File: src/rtl/move_commit_if.sv
// rtl/move_commit_if.sv - move/result handshake and board view shared by move_commit and its environment
interface move_commit_if #(
  parameter int N_ROW = 15,
  parameter int N_COL = 15
);
  logic                       i_new_game;
  logic                       i_move_valid;
  logic                       o_move_ready;
  logic [3:0]                 i_row;
  logic [3:0]                 i_col;
  logic                       i_result_ready;
  logic                       i_win;
  logic [2*N_ROW*N_COL-1:0]   o_board;
  logic                       o_turn;
  logic                       o_result_valid;
  logic [1:0]                 o_result;
  logic                       o_game_over;
  logic                       o_winner;
  logic [7:0]                 o_move_count;
`ifdef MOVE_COMMIT_UNDO_EN
  logic                       i_undo;

  modport slave (
    input  i_new_game, i_move_valid, i_row, i_col, i_result_ready, i_win, i_undo,
    output o_move_ready, o_board, o_turn, o_result_valid, o_result, o_game_over,
           o_winner, o_move_count
  );

  modport master (
    output i_new_game, i_move_valid, i_row, i_col, i_result_ready, i_win, i_undo,
    input  o_move_ready, o_board, o_turn, o_result_valid, o_result, o_game_over,
           o_winner, o_move_count
  );
`else
  modport slave (
    input  i_new_game, i_move_valid, i_row, i_col, i_result_ready, i_win,
    output o_move_ready, o_board, o_turn, o_result_valid, o_result, o_game_over,
           o_winner, o_move_count
  );

  modport master (
    output i_new_game, i_move_valid, i_row, i_col, i_result_ready, i_win,
    input  o_move_ready, o_board, o_turn, o_result_valid, o_result, o_game_over,
           o_winner, o_move_count
  );
`endif
endinterface

File: src/rtl/move_commit.sv
// rtl/move_commit.sv - gomoku move commit FSM (IDLE/CHECK/RESP); optional one-level undo via MOVE_COMMIT_UNDO_EN
module move_commit #(
  parameter int N_ROW = 15,
  parameter int N_COL = 15
) (
  input logic          i_clk,
  input logic          i_rst,
  move_commit_if.slave bus
);
  localparam int N_CELLS = N_ROW * N_COL;
  localparam int IDXW    = (N_CELLS > 1) ? $clog2(N_CELLS) : 1;

  localparam logic [1:0] EMPTY       = 2'd2;
  localparam logic [1:0] RES_OK      = 2'd0;
  localparam logic [1:0] RES_ILLEGAL = 2'd1;
  localparam logic [1:0] RES_WIN     = 2'd2;
  localparam logic [1:0] RES_DRAW    = 2'd3;

  typedef enum logic [1:0] {IDLE, CHECK, RESP} state_t;

  state_t          state_q;
  logic [1:0]      cells [N_CELLS];
  logic            ready_q;
  logic            turn_q;
  logic [7:0]      count_q;
  logic            over_q;
  logic            winner_q;
  logic [1:0]      result_q;
  logic            valid_q;

  logic            in_range;
  logic [IDXW-1:0] idx;
  logic            legal;

`ifdef MOVE_COMMIT_UNDO_EN
  logic [IDXW-1:0] last_idx_q;
  logic            last_ok_q;
`endif

  // Decode the requested cell and decide legality against the current board
  always_comb begin
    in_range = (int'(bus.i_row) < N_ROW) && (int'(bus.i_col) < N_COL);
    idx      = IDXW'(int'(bus.i_row) * N_COL + int'(bus.i_col));
    legal    = in_range && !over_q && (cells[idx] == EMPTY);
  end

  // Game state, board and result registers; reset and new game override everything
  always_ff @(posedge i_clk) begin
    if (i_rst || bus.i_new_game) begin
      state_q <= IDLE;
      ready_q <= 1'b1;
      for (int k = 0; k < N_CELLS; k++) cells[k] <= EMPTY;
      turn_q  <= 1'b0;
      count_q <= 8'd0;
      over_q  <= 1'b0;
      valid_q <= 1'b0;
`ifdef MOVE_COMMIT_UNDO_EN
      last_ok_q <= 1'b0;
`endif
      if (i_rst) begin
        winner_q <= 1'b0;
        result_q <= RES_OK;
      end
    end else begin
      case (state_q)
        IDLE: begin
`ifdef MOVE_COMMIT_UNDO_EN
          if (bus.i_undo) begin
            // Undo only has one level of history; a repeat undo is refused
            if (last_ok_q) begin
              cells[last_idx_q] <= EMPTY;
              count_q           <= count_q - 8'd1;
              turn_q            <= cells[last_idx_q][0];
              over_q            <= 1'b0;
              last_ok_q         <= 1'b0;
              result_q          <= RES_OK;
            end else begin
              result_q <= RES_ILLEGAL;
            end
            valid_q <= 1'b1;
            ready_q <= 1'b0;
            state_q <= RESP;
          end else
`endif
          if (bus.i_move_valid) begin
            ready_q <= 1'b0;
            if (legal) begin
              cells[idx] <= {1'b0, turn_q};
              count_q    <= count_q + 8'd1;
              state_q    <= CHECK;
`ifdef MOVE_COMMIT_UNDO_EN
              last_idx_q <= idx;
              last_ok_q  <= 1'b1;
`endif
            end else begin
              result_q <= RES_ILLEGAL;
              valid_q  <= 1'b1;
              state_q  <= RESP;
            end
          end
        end
        CHECK: begin
          // Win checker now sees the new stone with the mover's colour selected
          if (bus.i_win) begin
            result_q <= RES_WIN;
            over_q   <= 1'b1;
            winner_q <= turn_q;
          end else if (count_q == 8'(N_CELLS)) begin
            result_q <= RES_DRAW;
            over_q   <= 1'b1;
          end else begin
            result_q <= RES_OK;
            turn_q   <= ~turn_q;
          end
          valid_q <= 1'b1;
          state_q <= RESP;
        end
        RESP: begin
          if (bus.i_result_ready) begin
            valid_q <= 1'b0;
            ready_q <= 1'b1;
            state_q <= IDLE;
          end
        end
        default: begin
          state_q <= IDLE;
          ready_q <= 1'b1;
          valid_q <= 1'b0;
        end
      endcase
    end
  end

  for (genvar g = 0; g < N_CELLS; g++) begin : g_board
    assign bus.o_board[2*g +: 2] = cells[g];
  end

  assign bus.o_move_ready   = ready_q;
  assign bus.o_turn         = turn_q;
  assign bus.o_move_count   = count_q;
  assign bus.o_game_over    = over_q;
  assign bus.o_winner       = winner_q;
  assign bus.o_result       = result_q;
  assign bus.o_result_valid = valid_q;
endmodule

File: src/flat_wrapper.sv
// flat-port wrapper written by rule: the top's interface ports become plain ports
module move_commit_flat 
#(
  parameter int N_ROW = 15,
  parameter int N_COL = 15
)
  (i_clk, i_rst, bus_i_new_game, bus_i_move_valid, bus_i_row, bus_i_col, bus_i_result_ready, bus_i_win, bus_o_move_ready, bus_o_board, bus_o_turn, bus_o_result_valid, bus_o_result, bus_o_game_over, bus_o_winner, bus_o_move_count);
  move_commit_if #(.N_ROW(N_ROW), .N_COL(N_COL)) bus_i ();
  input logic i_clk;
  input logic i_rst;
  input wire logic [$bits(bus_i.i_new_game)-1:0] bus_i_new_game;
  input wire logic [$bits(bus_i.i_move_valid)-1:0] bus_i_move_valid;
  input wire logic [$bits(bus_i.i_row)-1:0] bus_i_row;
  input wire logic [$bits(bus_i.i_col)-1:0] bus_i_col;
  input wire logic [$bits(bus_i.i_result_ready)-1:0] bus_i_result_ready;
  input wire logic [$bits(bus_i.i_win)-1:0] bus_i_win;
  output wire logic [$bits(bus_i.o_move_ready)-1:0] bus_o_move_ready;
  output wire logic [$bits(bus_i.o_board)-1:0] bus_o_board;
  output wire logic [$bits(bus_i.o_turn)-1:0] bus_o_turn;
  output wire logic [$bits(bus_i.o_result_valid)-1:0] bus_o_result_valid;
  output wire logic [$bits(bus_i.o_result)-1:0] bus_o_result;
  output wire logic [$bits(bus_i.o_game_over)-1:0] bus_o_game_over;
  output wire logic [$bits(bus_i.o_winner)-1:0] bus_o_winner;
  output wire logic [$bits(bus_i.o_move_count)-1:0] bus_o_move_count;
  assign bus_i.i_new_game = bus_i_new_game;
  assign bus_i.i_move_valid = bus_i_move_valid;
  assign bus_i.i_row = bus_i_row;
  assign bus_i.i_col = bus_i_col;
  assign bus_i.i_result_ready = bus_i_result_ready;
  assign bus_i.i_win = bus_i_win;
  assign bus_o_move_ready = bus_i.o_move_ready;
  assign bus_o_board = bus_i.o_board;
  assign bus_o_turn = bus_i.o_turn;
  assign bus_o_result_valid = bus_i.o_result_valid;
  assign bus_o_result = bus_i.o_result;
  assign bus_o_game_over = bus_i.o_game_over;
  assign bus_o_winner = bus_i.o_winner;
  assign bus_o_move_count = bus_i.o_move_count;
  move_commit #(.N_ROW(N_ROW), .N_COL(N_COL)) u_core (.i_clk(i_clk), .i_rst(i_rst), .bus(bus_i));
endmodule
File: config.mk
export PLATFORM = sky130hd
export DESIGN_NAME = move_commit_flat
export DESIGN_NICKNAME = d
export VERILOG_FILES = /design/src/rtl/move_commit_if.sv /design/src/rtl/move_commit.sv /design/src/flat_wrapper.sv
export SDC_FILE = /design/constraint.sdc
export NUM_CORES = 1
export LEC_CHECK = 0
export ABC_AREA = 1
export CAP_MARGIN = 20
export CORE_MARGIN = 2
export CORE_UTILIZATION = 45
export CTS_CLUSTER_DIAMETER = 80
export DETAILED_ROUTE_END_ITERATION = 12
export PLACE_DENSITY = 0.76
export SETUP_SLACK_MARGIN = 0.3
export SLEW_MARGIN = 30
export SYNTH_ARGS = -nofsm -noshare
export SYNTH_HDL_FRONTEND = slang
export SYNTH_SLANG_ARGS = --single-unit
File: constraint.sdc
create_clock -name i_clk -period 7.1 [get_ports i_clk]
set_input_delay 0.71 -clock i_clk [delete_from_list [all_inputs] [get_ports i_clk]]
set_output_delay 0.71 -clock i_clk [all_outputs]
set_load 0.005 [all_outputs]
Word-level counts from Yosys, hierarchy flattened:

Memories as Yosys holds them, arrays and structs flattened.
Cells that the tools add are included.
Widths: inputs -> output; s select.

* bits in writable memories: 450
* memories: 1
* bits in registers: 17
* bits of input ports: 14
* logic and storage cells: 81
* output and inout port bits: 465

Memory list
* u_core.cells: words 225, width 2, read ports 226, clocked after Yosys merged registers in 0, write ports 225, line move_commit.sv:22 `logic [1:0] cells [N_CELLS];`

* $lt $le $gt $ge: 2
* add/subtract/negate cells: 2
* reduce and logical (&&, ||, !) cells: 19
* multipliers: 1
* bitwise operators: 4
* mux-type cells: 34
* equality and inequality tests: 10

Operators by type and width (number)
* $mux 2: 10
* $mux 1: 19
* $reduce_and 3->1: 5
* $add 8x1->8 const B: 1
* $add 8x5->8: 1
* $eq 8x8->1 const B: 1
* $lt 4x4->1 const B: 2
* $mul 4x4->8 const B: 1
* $mux 8: 1
* $ne 2x2->1 const B: 4
* $pmux 1 s3: 2
* $pmux 2 s3: 1
* $reduce_bool 2->1: 3
* $eq 2x2->1 const B: 2
* $not 1->1: 4
* $pmux 2 s2: 1
* $reduce_and 2->1: 2
* $reduce_and 4->1: 1
* $logic_and 1x1->1: 3
* $ne 3x2->1 const B: 1
* $ne 3x3->1 const B: 1
* $reduce_bool 3->1: 1
* $eq 2x1->1 const B: 1
* $logic_not 2->1: 1
* 3 further kinds: 3

Logic depth before layout (Yosys ltp):

Gate-level depths: netlist of run 1.
An unclocked memory read counts as a cell.

* word-level depth: 12
* gate-level depth with buffers: 28
* gate-level depth less buffers: 25

Worst setup path after synthesis of run 1:

Ideal clock, no wire load.

* path type: input -> register
* start: in bus_i_row[0]
* end: mem u_core.cells[144][0], enable pin
* slack: 2.129 ns
* setup time: 0.293 ns
* arrival time: 4.677 ns
* stages: 26
* buffers on the path: 3
* data required time: 6.807 ns
* path through: fa_1 -> inv_1 -> fa_1 -> fa_1 -> inv_1 -> ha_1 -> inv_2 -> nand2_1 -> nand2_1 -> nor2_1 -> clkbuf_1 -> nand2_1 -> nand2_1 -> o21ai_0 -> nand2_1 -> nor2_1 -> nand2_1 -> nand2_1 -> nand2_1 -> nor2_2 -> nand3_4 -> nor2_4 -> buf_4 -> buf_4 -> nand3_1 -> nand2_1

RTL lines
* start: declaration: line flat_wrapper.sv:13 `input wire logic [$bits(bus_i.i_row)-1:0] bus_i_row;`
* end: declaration: line move_commit.sv:22

==> results of run 1 <==
-- tightest hold or removal path: cells and delay by family, from the launching register on --
| family | cells | cell delay [ns] |
|---|---|---|
| DFF | 1 | 0.32 |
| and+or+nand+nor | 1 | 0.06 |
| AOI/OAI and AO/OA | 1 | 0.05 |
-- cell type report --
class | count | area share, %
Multi-Input combinational cell | 2756 | 35.7
Clock inverter | 21 | 0.474
Clock buffer | 76 | 5.19
Inverter | 131 | 1.56
Timing Repair Buffer | 539 | 16.7
Sequential cell | 486 | 37.6
Tap cell | 748 | 2.88
-- timing repair --
item	in CTS	in global routing
setup endpoints to repair	0	129
gates resized for setup	0	5
hold endpoints to repair	0	0
-- worst paths after layout --
check / endpoint / slack [ns] / depth (start not counted)
max reg2reg: u_core.cells[71][0]$_DFFE_PP_ / 3.60 / 17
min: u_core.bus.o_result_valid$_SDFFE_PN0P_ / 0.48 / 2
min reg2reg: u_core.bus.o_result_valid$_SDFFE_PN0P_ / 0.48 / 2
max: u_core.cells[71][0]$_DFFE_PP_ / 0.60 / 25
-- layer usage --
layer | global-route usage, % | vias up | wire length [um] | share of wire (%)
met4 | 18.0 | 4 | 5810 | 5.7
met5 | 0 | - | 23 | 0.023
met1 | 43.4 | 11900 | 38000 | 37
met2 | 53.8 | 1657 | 46600 | 46
met3 | 7.80 | 326 | 11700 | 11
li1 | - | 12000 | - | -
-- cell families after synthesis --
family                     Yosys count  share of synthesized area [%]
and+or+nand+nor                   2579                           40.0
xor gates and xnor gates            10                          0.348
adders and majority gates           27                           1.55
other                                1                         0.0149
AOI/OAI and AO/OA                  121                           2.77
buffers and inverters              396                           6.79
DFF                                486                           48.5
-- cells in the mapped netlist (13+ instances only) --
cell | n | share of area (%)
a21oi_1 | 23 | 0.46
dfxtp_1 | 239 | 19
o22ai_1 | 21 | 0.52
nand2_1 | 1171 | 17
a22oi_1 | 13 | 0.39
nor2_1 | 1126 | 17
inv_1 | 121 | 1.8
buf_4 | 32 | 0.95
clkbuf_1 | 165 | 2.5
buf_2 | 51 | 1.0
ha_1 | 20 | 0.99
nand3_1 | 261 | 5.2
edfxtp_1 | 247 | 29
o21ai_0 | 40 | 0.80
-- through the flow --
stage | worst slack (ns) | total power (uW) | hold slack, ns | area (sq um) | util (%)
3_5_place_dp | 0.100 | 5260 | 0.475 | 30600 | 55.4
2_1_floorplan | 2.13 | 4280 | 0.455 | 25200 | -
4_1_cts | 0.708 | 8140 | 0.485 | 32400 | 58.7
3_3_place_gp | 0.144 | 5260 | 0.472 | 30600 | 55.4
5_1_grt | 0.257 | 8450 | 0.504 | 32500 | 58.9
6_report | 0.596 | 8240 | 0.482 | 32500 | 58.9
-- flip-flops by register name, summed over array words and instances (netlist names) --
signal	count
u_core.state_q	2
u_core.bus.o_winner	1
u_core.bus.o_game_over	1
u_core.bus.o_move_ready	1
u_core.bus.o_result_valid	1
u_core.bus.o_result	2
u_core.bus.o_turn	1
u_core.cells	469
u_core.bus.o_move_count	8
-- cells in the final DEF (no fill, tap or decap), types with 19 or more instances in the layout --
master,n
nand2_1,1168
nor2_1,1092
clkdlybuf4s50_1,478
nand3_1,261
edfxtp_1,247
dfxtp_1,239
inv_1,120
clkbuf_16,64
buf_4,48
o21ai_0,40
nor2_4,31
a21oi_1,23
o22ai_1,21
conb_1,19
-- where the power goes --
| group | switching (uW) | internal (uW) | total, uW |
|---|---|---|---|
| combinational | 1740 | 493 | 2240 |
| clock | 1230 | 1690 | 2920 |
| sequential | 62.1 | 3020 | 3080 |
==> impl_summary.log, run 1 <==
INFO  metric outcome = completed
INFO  metric gr_overflow_total = 0
INFO  metric achievable-frequency = 154 MHz
INFO  metric core.rowCount = 86
INFO  metric worstHoldStart = u_core.bus.o_result_valid$_SDFFE_PN0P_
INFO  metric placedCellCount = 4657
INFO  metric crit_buf_inv = 6
INFO  metric maxSlewHeadroom = 32.1%
INFO  metric critical-path-top-delay-family = simple AND/OR/NAND/NOR gates
INFO  metric postCtsHoldBufs = 0
INFO  metric clk_pin_slew = 0.06 ns
INFO  metric routed_wire_length_per_instance = 21.5 um
INFO  metric drc = 0
INFO  metric crit_start = bus_i_row[0]
INFO  metric die_width = 240 um
INFO  metric post_cts_buffers = 0
INFO  metric finalCritPeriodShare = 91.6%
INFO  metric worst-setup-path-type = primary input to flip-flop
INFO  metric crit_path_start_kind = primary input
INFO  metric clkLatencyLatePin = 0.62 ns
INFO  metric finalSetupViolCount = 0
INFO  metric cts-htree-levels = 2
INFO  metric place_congestion = 0.884
INFO  metric yosys_warnings = 0
INFO  metric tritoncts_num_sinks = 486
INFO  metric timing_worst_slew_pin_value = 1.02 ns
INFO  metric postSynthRegisterBits = 486
INFO  metric synth_seq_area_share = 48.5%
INFO  metric most_frequently_used_flop_master_after_synthesis = edfxtp_1
INFO  metric holdCritPathClass = flip-flop to flip-flop
INFO  metric timing.max_cap.violations = 0
INFO  metric synthesis.instances = 3620
INFO  metric wl = 102000 um
INFO  metric grt_pass1_wl = 147000 um
INFO  metric detailroute.via_count = 25.9k
INFO  metric detail_route.vias_per_cell = 5.44
INFO  metric timing.critical_path.slowest_stage_cell = fa_1
INFO  metric power_density = 254 nW/um^2
INFO  metric report.final.hold_viol_count = 0
INFO  metric critical_path_required = 7.41 ns
INFO  metric insertedDiodeCount = 0
INFO  metric grt.total_usage = 34.1%
INFO  metric timing.final.max_slew_violations = 0
INFO  metric timing.critical_path.to_type = flip-flop
INFO  metric start_util = 45.6%
INFO  metric num_cts_buffers = 54
INFO  metric layout_cells_sized_above_1 = 5.19%
INFO  metric worstPathMaxFanout = 66
INFO  metric average_size_of_a_mapped_cell = 6.95 sq um
INFO  metric rr_startpoint = u_core.cells[132][1]$_SDFFE_PP0N_
INFO  metric die_area = 57800 sq um
INFO  metric floorplan.io_pins = 479
INFO  metric floorplan.die.height = 240 um
INFO  metric layout.cells.non_filler = 4757
INFO  metric fillCellCount = 4926
INFO  metric multi_input_comb_area = 11600 sq um
INFO  metric via_count_of_the_first_global_routing_pass = 23.5k
INFO  metric grt_setup_unrepaired = true
INFO  metric cts-root-to-sink-buffers = 3
INFO  metric cpPeakStageDelay = 0.57 ns
INFO  metric final_nets = 4009
INFO  metric synth-edff-count = 247
INFO  metric core_area = 55200 sq um
INFO  metric antenna_found_initial = 2
INFO  metric final.setup.tns = 0 ns
INFO  metric dr.first_iter.drc_count = 3390
INFO  metric port_buffers = 478
INFO  metric ff_latch_area = 12200 sq um
INFO  metric clock-root-buffer = clkbuf_16
INFO  metric finalWorstPathRequiredPeriod = 6.50 ns
INFO  metric vdd_ir_drop_max = 0.189 mV
INFO  metric grt_max_degree = 187
INFO  metric final_clock_skew = 0.0323 ns
INFO  metric drt.antenna.violating_nets = 0
INFO  metric leakage = 0.0128 uW
INFO  metric synth.lib_cells_used.distinct = 36
INFO  metric cell_occurring_most_often_along_the_worst_timing_path = nand2_1
INFO  metric firstDrtPassIters = 6
INFO  metric hpwl = 65700 um
INFO  metric cts_tree = built
INFO  metric areaGrowthSynthToFinish = 29.1%
INFO  metric synth-async-reset-ratio = 0%
INFO  metric post_synthesis_cell_area = 25200 sq um
INFO  metric cp_data_arrival_time = 6.82 ns
Note: power is estimated with default switching activity, not from simulation.
==> run 2, diff against run 1 <==
Settings changed: RECOVER_POWER from default to 25.
==> run 2 against run 1 <==
The flow now finishes with violations (capacitance limit, slew limit). Fmax is 1.2% lower. Total power is 0.26% lower. Critical path depth unchanged. Register-to-register slack worse by 0.04 ns. Sequential power is essentially flat. Sequential share of layout area barely moved. Global-route usage unchanged. Combinational power is essentially flat. Die area unchanged. Wire length shrank 0.11%. Largest cell class unchanged.
==> impl_summary.log, run 2 (synthesis gave the netlist of run 1 again) <==
INFO  metric tritoncts_num_sinks = 486
INFO  metric grt_max_degree = 187
INFO  metric final_nets = 4009
INFO  metric cp_data_arrival_time = 6.88 ns
INFO  metric grt_pass1_wl = 147000 um
INFO  metric detailroute.via_count = 26.0k
INFO  metric drt.antenna.violating_nets = 0
INFO  metric drc = 0
INFO  metric worst-setup-path-type = primary input to flip-flop
INFO  metric wl = 102000 um
INFO  metric reg2reg_to = u_core.cells[206][0]$_DFFE_PP_
INFO  metric rr_startpoint = u_core.cells[132][1]$_SDFFE_PP0N_
INFO  metric clock-root-buffer = clkbuf_16
INFO  metric timing.reg2reg.setup_slack = 3.56 ns
INFO  metric start_util = 45.6%
INFO  metric antenna_found_initial = 2
INFO  metric port_buffers = 478
INFO  metric timing.max_cap.violations = 2
INFO  metric crit_start = bus_i_row[0]
INFO  metric cpPeakStageDelay = 0.57 ns
INFO  metric layout_cells_sized_above_1 = 5.14%
INFO  metric violations_in_the_final_reports = capacitance limit, slew limit
INFO  metric critical-path-top-delay-family = simple AND/OR/NAND/NOR gates
INFO  metric floorplan.io_pins = 479
INFO  metric gr_overflow_total = 0
INFO  metric grt_setup_unrepaired = true
INFO  metric areaGrowthSynthToFinish = 29.0%
INFO  metric firstDrtPassIters = 6
INFO  metric clkLatencyLatePin = 0.63 ns
INFO  metric power_density = 253 nW/um^2
INFO  metric most-common-layout-cells = nand2_1, nor2_1, dlygate4sd3_1
INFO  metric postCtsHoldBufs = 0
INFO  metric core_area = 55200 sq um
INFO  metric hold_slack = 0.480 ns
INFO  metric post_dp_cell_area = 30600 sq um
INFO  metric finalCritPeriodShare = 92.7%
INFO  metric critical_path_required = 7.39 ns
INFO  metric largest-register = u_core.cells
INFO  metric floorplan.die.height = 240 um
INFO  metric cts_tree = built
INFO  metric layout.cells.non_filler = 4757
INFO  metric timing_worst_slew_pin_value = 2.85 ns
INFO  metric vdd_ir_drop_max = 0.188 mV
INFO  metric num_cts_buffers = 54
INFO  metric cell_occurring_most_often_along_the_worst_timing_path = nand2_1
INFO  metric die_area = 57800 sq um
INFO  metric grt.total_usage = 34.1%
INFO  metric report.final.hold_viol_count = 0
INFO  metric largest_reg_flops = 469
INFO  metric mostFrequentLayoutCell = nand2_1
INFO  metric rr_worst_depth = 17
INFO  metric place_congestion = 0.884
INFO  metric detail_route.vias_per_cell = 5.47
INFO  metric achievable-frequency = 152 MHz
INFO  metric final_cell_area = 32500 sq um
INFO  metric via_count_of_the_first_global_routing_pass = 23.5k
INFO  metric timing.final.max_slew_violations = 115
INFO  metric dr.first_iter.drc_count = 3398
INFO  metric final.setup.tns = 0 ns
INFO  metric timing.critical_path.to_type = flip-flop
INFO  metric crit_buf_inv = 6
INFO  metric finalSetupViolCount = 0
INFO  metric worstPathMaxFanout = 66
INFO  metric clk_pin_slew = 0.06 ns
INFO  metric critical_path_depth = 25
INFO  metric post_cts_buffers = 0
INFO  metric cts-htree-levels = 2
INFO  metric cp-endpoint = u_core.cells[206][0]$_DFFE_PP_
INFO  metric outcome = finished, violations left
INFO  metric die_width = 240 um
INFO  metric routed_wire_length_per_instance = 21.4 um
INFO  metric leakage = 0.0126 uW
INFO  metric maxSlewHeadroom = -91.1%
INFO  metric finalWorstPathRequiredPeriod = 6.58 ns
INFO  metric insertedDiodeCount = 0
INFO  metric core.rowCount = 86
INFO  metric cts-root-to-sink-buffers = 3
INFO  metric placedCellCount = 4657
INFO  metric timing.critical_path.slowest_stage_cell = fa_1
INFO  metric cts_repair_resize_count = 0
INFO  metric hpwl = 65700 um
INFO  metric final_clock_skew = 0.0327 ns
INFO  metric crit_path_start_kind = primary input
INFO  metric holdCritPathClass = flip-flop to flip-flop
INFO  metric fillCellCount = 4930
==> run 2: layout make-up <==
cell class | count | area [sq um] | area share [%]
Inverter | 131 | 500 | 1.54
Multi-Input combinational cell | 2756 | 11600 | 35.7
Clock inverter | 21 | 154 | 0.474
Timing Repair Buffer | 539 | 5410 | 16.7
Clock buffer | 76 | 1690 | 5.19
Sequential cell | 486 | 12200 | 37.6
Tap cell | 748 | 936 | 2.88
==> run 2: how the worst min path moves through the flow <==
| stage | end | start | cells after the start | slack [ns] |
|---|---|---|---|---|
| after detailed placement | u_core.bus.o_result_valid$_SDFFE_PN0P_ | u_core.bus.o_result_valid$_SDFFE_PN0P_ | 2 | 0.47 |
| after global routing | u_core.bus.o_result_valid$_SDFFE_PN0P_ | u_core.bus.o_result_valid$_SDFFE_PN0P_ | 2 | 0.50 |
| after CTS | u_core.bus.o_result_valid$_SDFFE_PN0P_ | u_core.bus.o_result_valid$_SDFFE_PN0P_ | 2 | 0.49 |
| final | u_core.bus.o_result_valid$_SDFFE_PN0P_ | u_core.bus.o_result_valid$_SDFFE_PN0P_ | 2 | 0.48 |
| after global placement | u_core.bus.o_result_valid$_SDFFE_PN0P_ | u_core.bus.o_result_valid$_SDFFE_PN0P_ | 2 | 0.47 |
| after floorplan | u_core.bus.o_result_valid$_SDFFE_PN0P_ | u_core.bus.o_result_valid$_SDFFE_PN0P_ | 2 | 0.46 |
==> run 2: per-stage QoR <==
stage	power, uW	setup WS (ns)	util (%)
after floorplan	4280	2.13	-
after global placement	5260	0.144	55.4
after detailed placement	5260	0.100	55.4
after CTS	8140	0.708	58.7
after global routing	8430	0.196	58.8
final	8220	0.517	58.8
==> run 2: where the power goes <==
group	switching, uW	total, uW	internal, uW
clock network	1220	2910	1690
logic	1740	2220	480
registers	60.5	3080	3020
==> run 2: routing by layer <==
layer / global-route usage [%] / share of wire [%]
met1: 43.4 / 38
met2: 53.8 / 46
met3: 7.80 / 11
met4: 18.0 / 5.7
met5: 0 / 0.023
==> run 2: worst min-delay path, delay by kind of cell, from the launching register on <==
kind            cells  cell delay, ns
compound gates      1            0.05
flops               1            0.32
simple gates        1            0.06
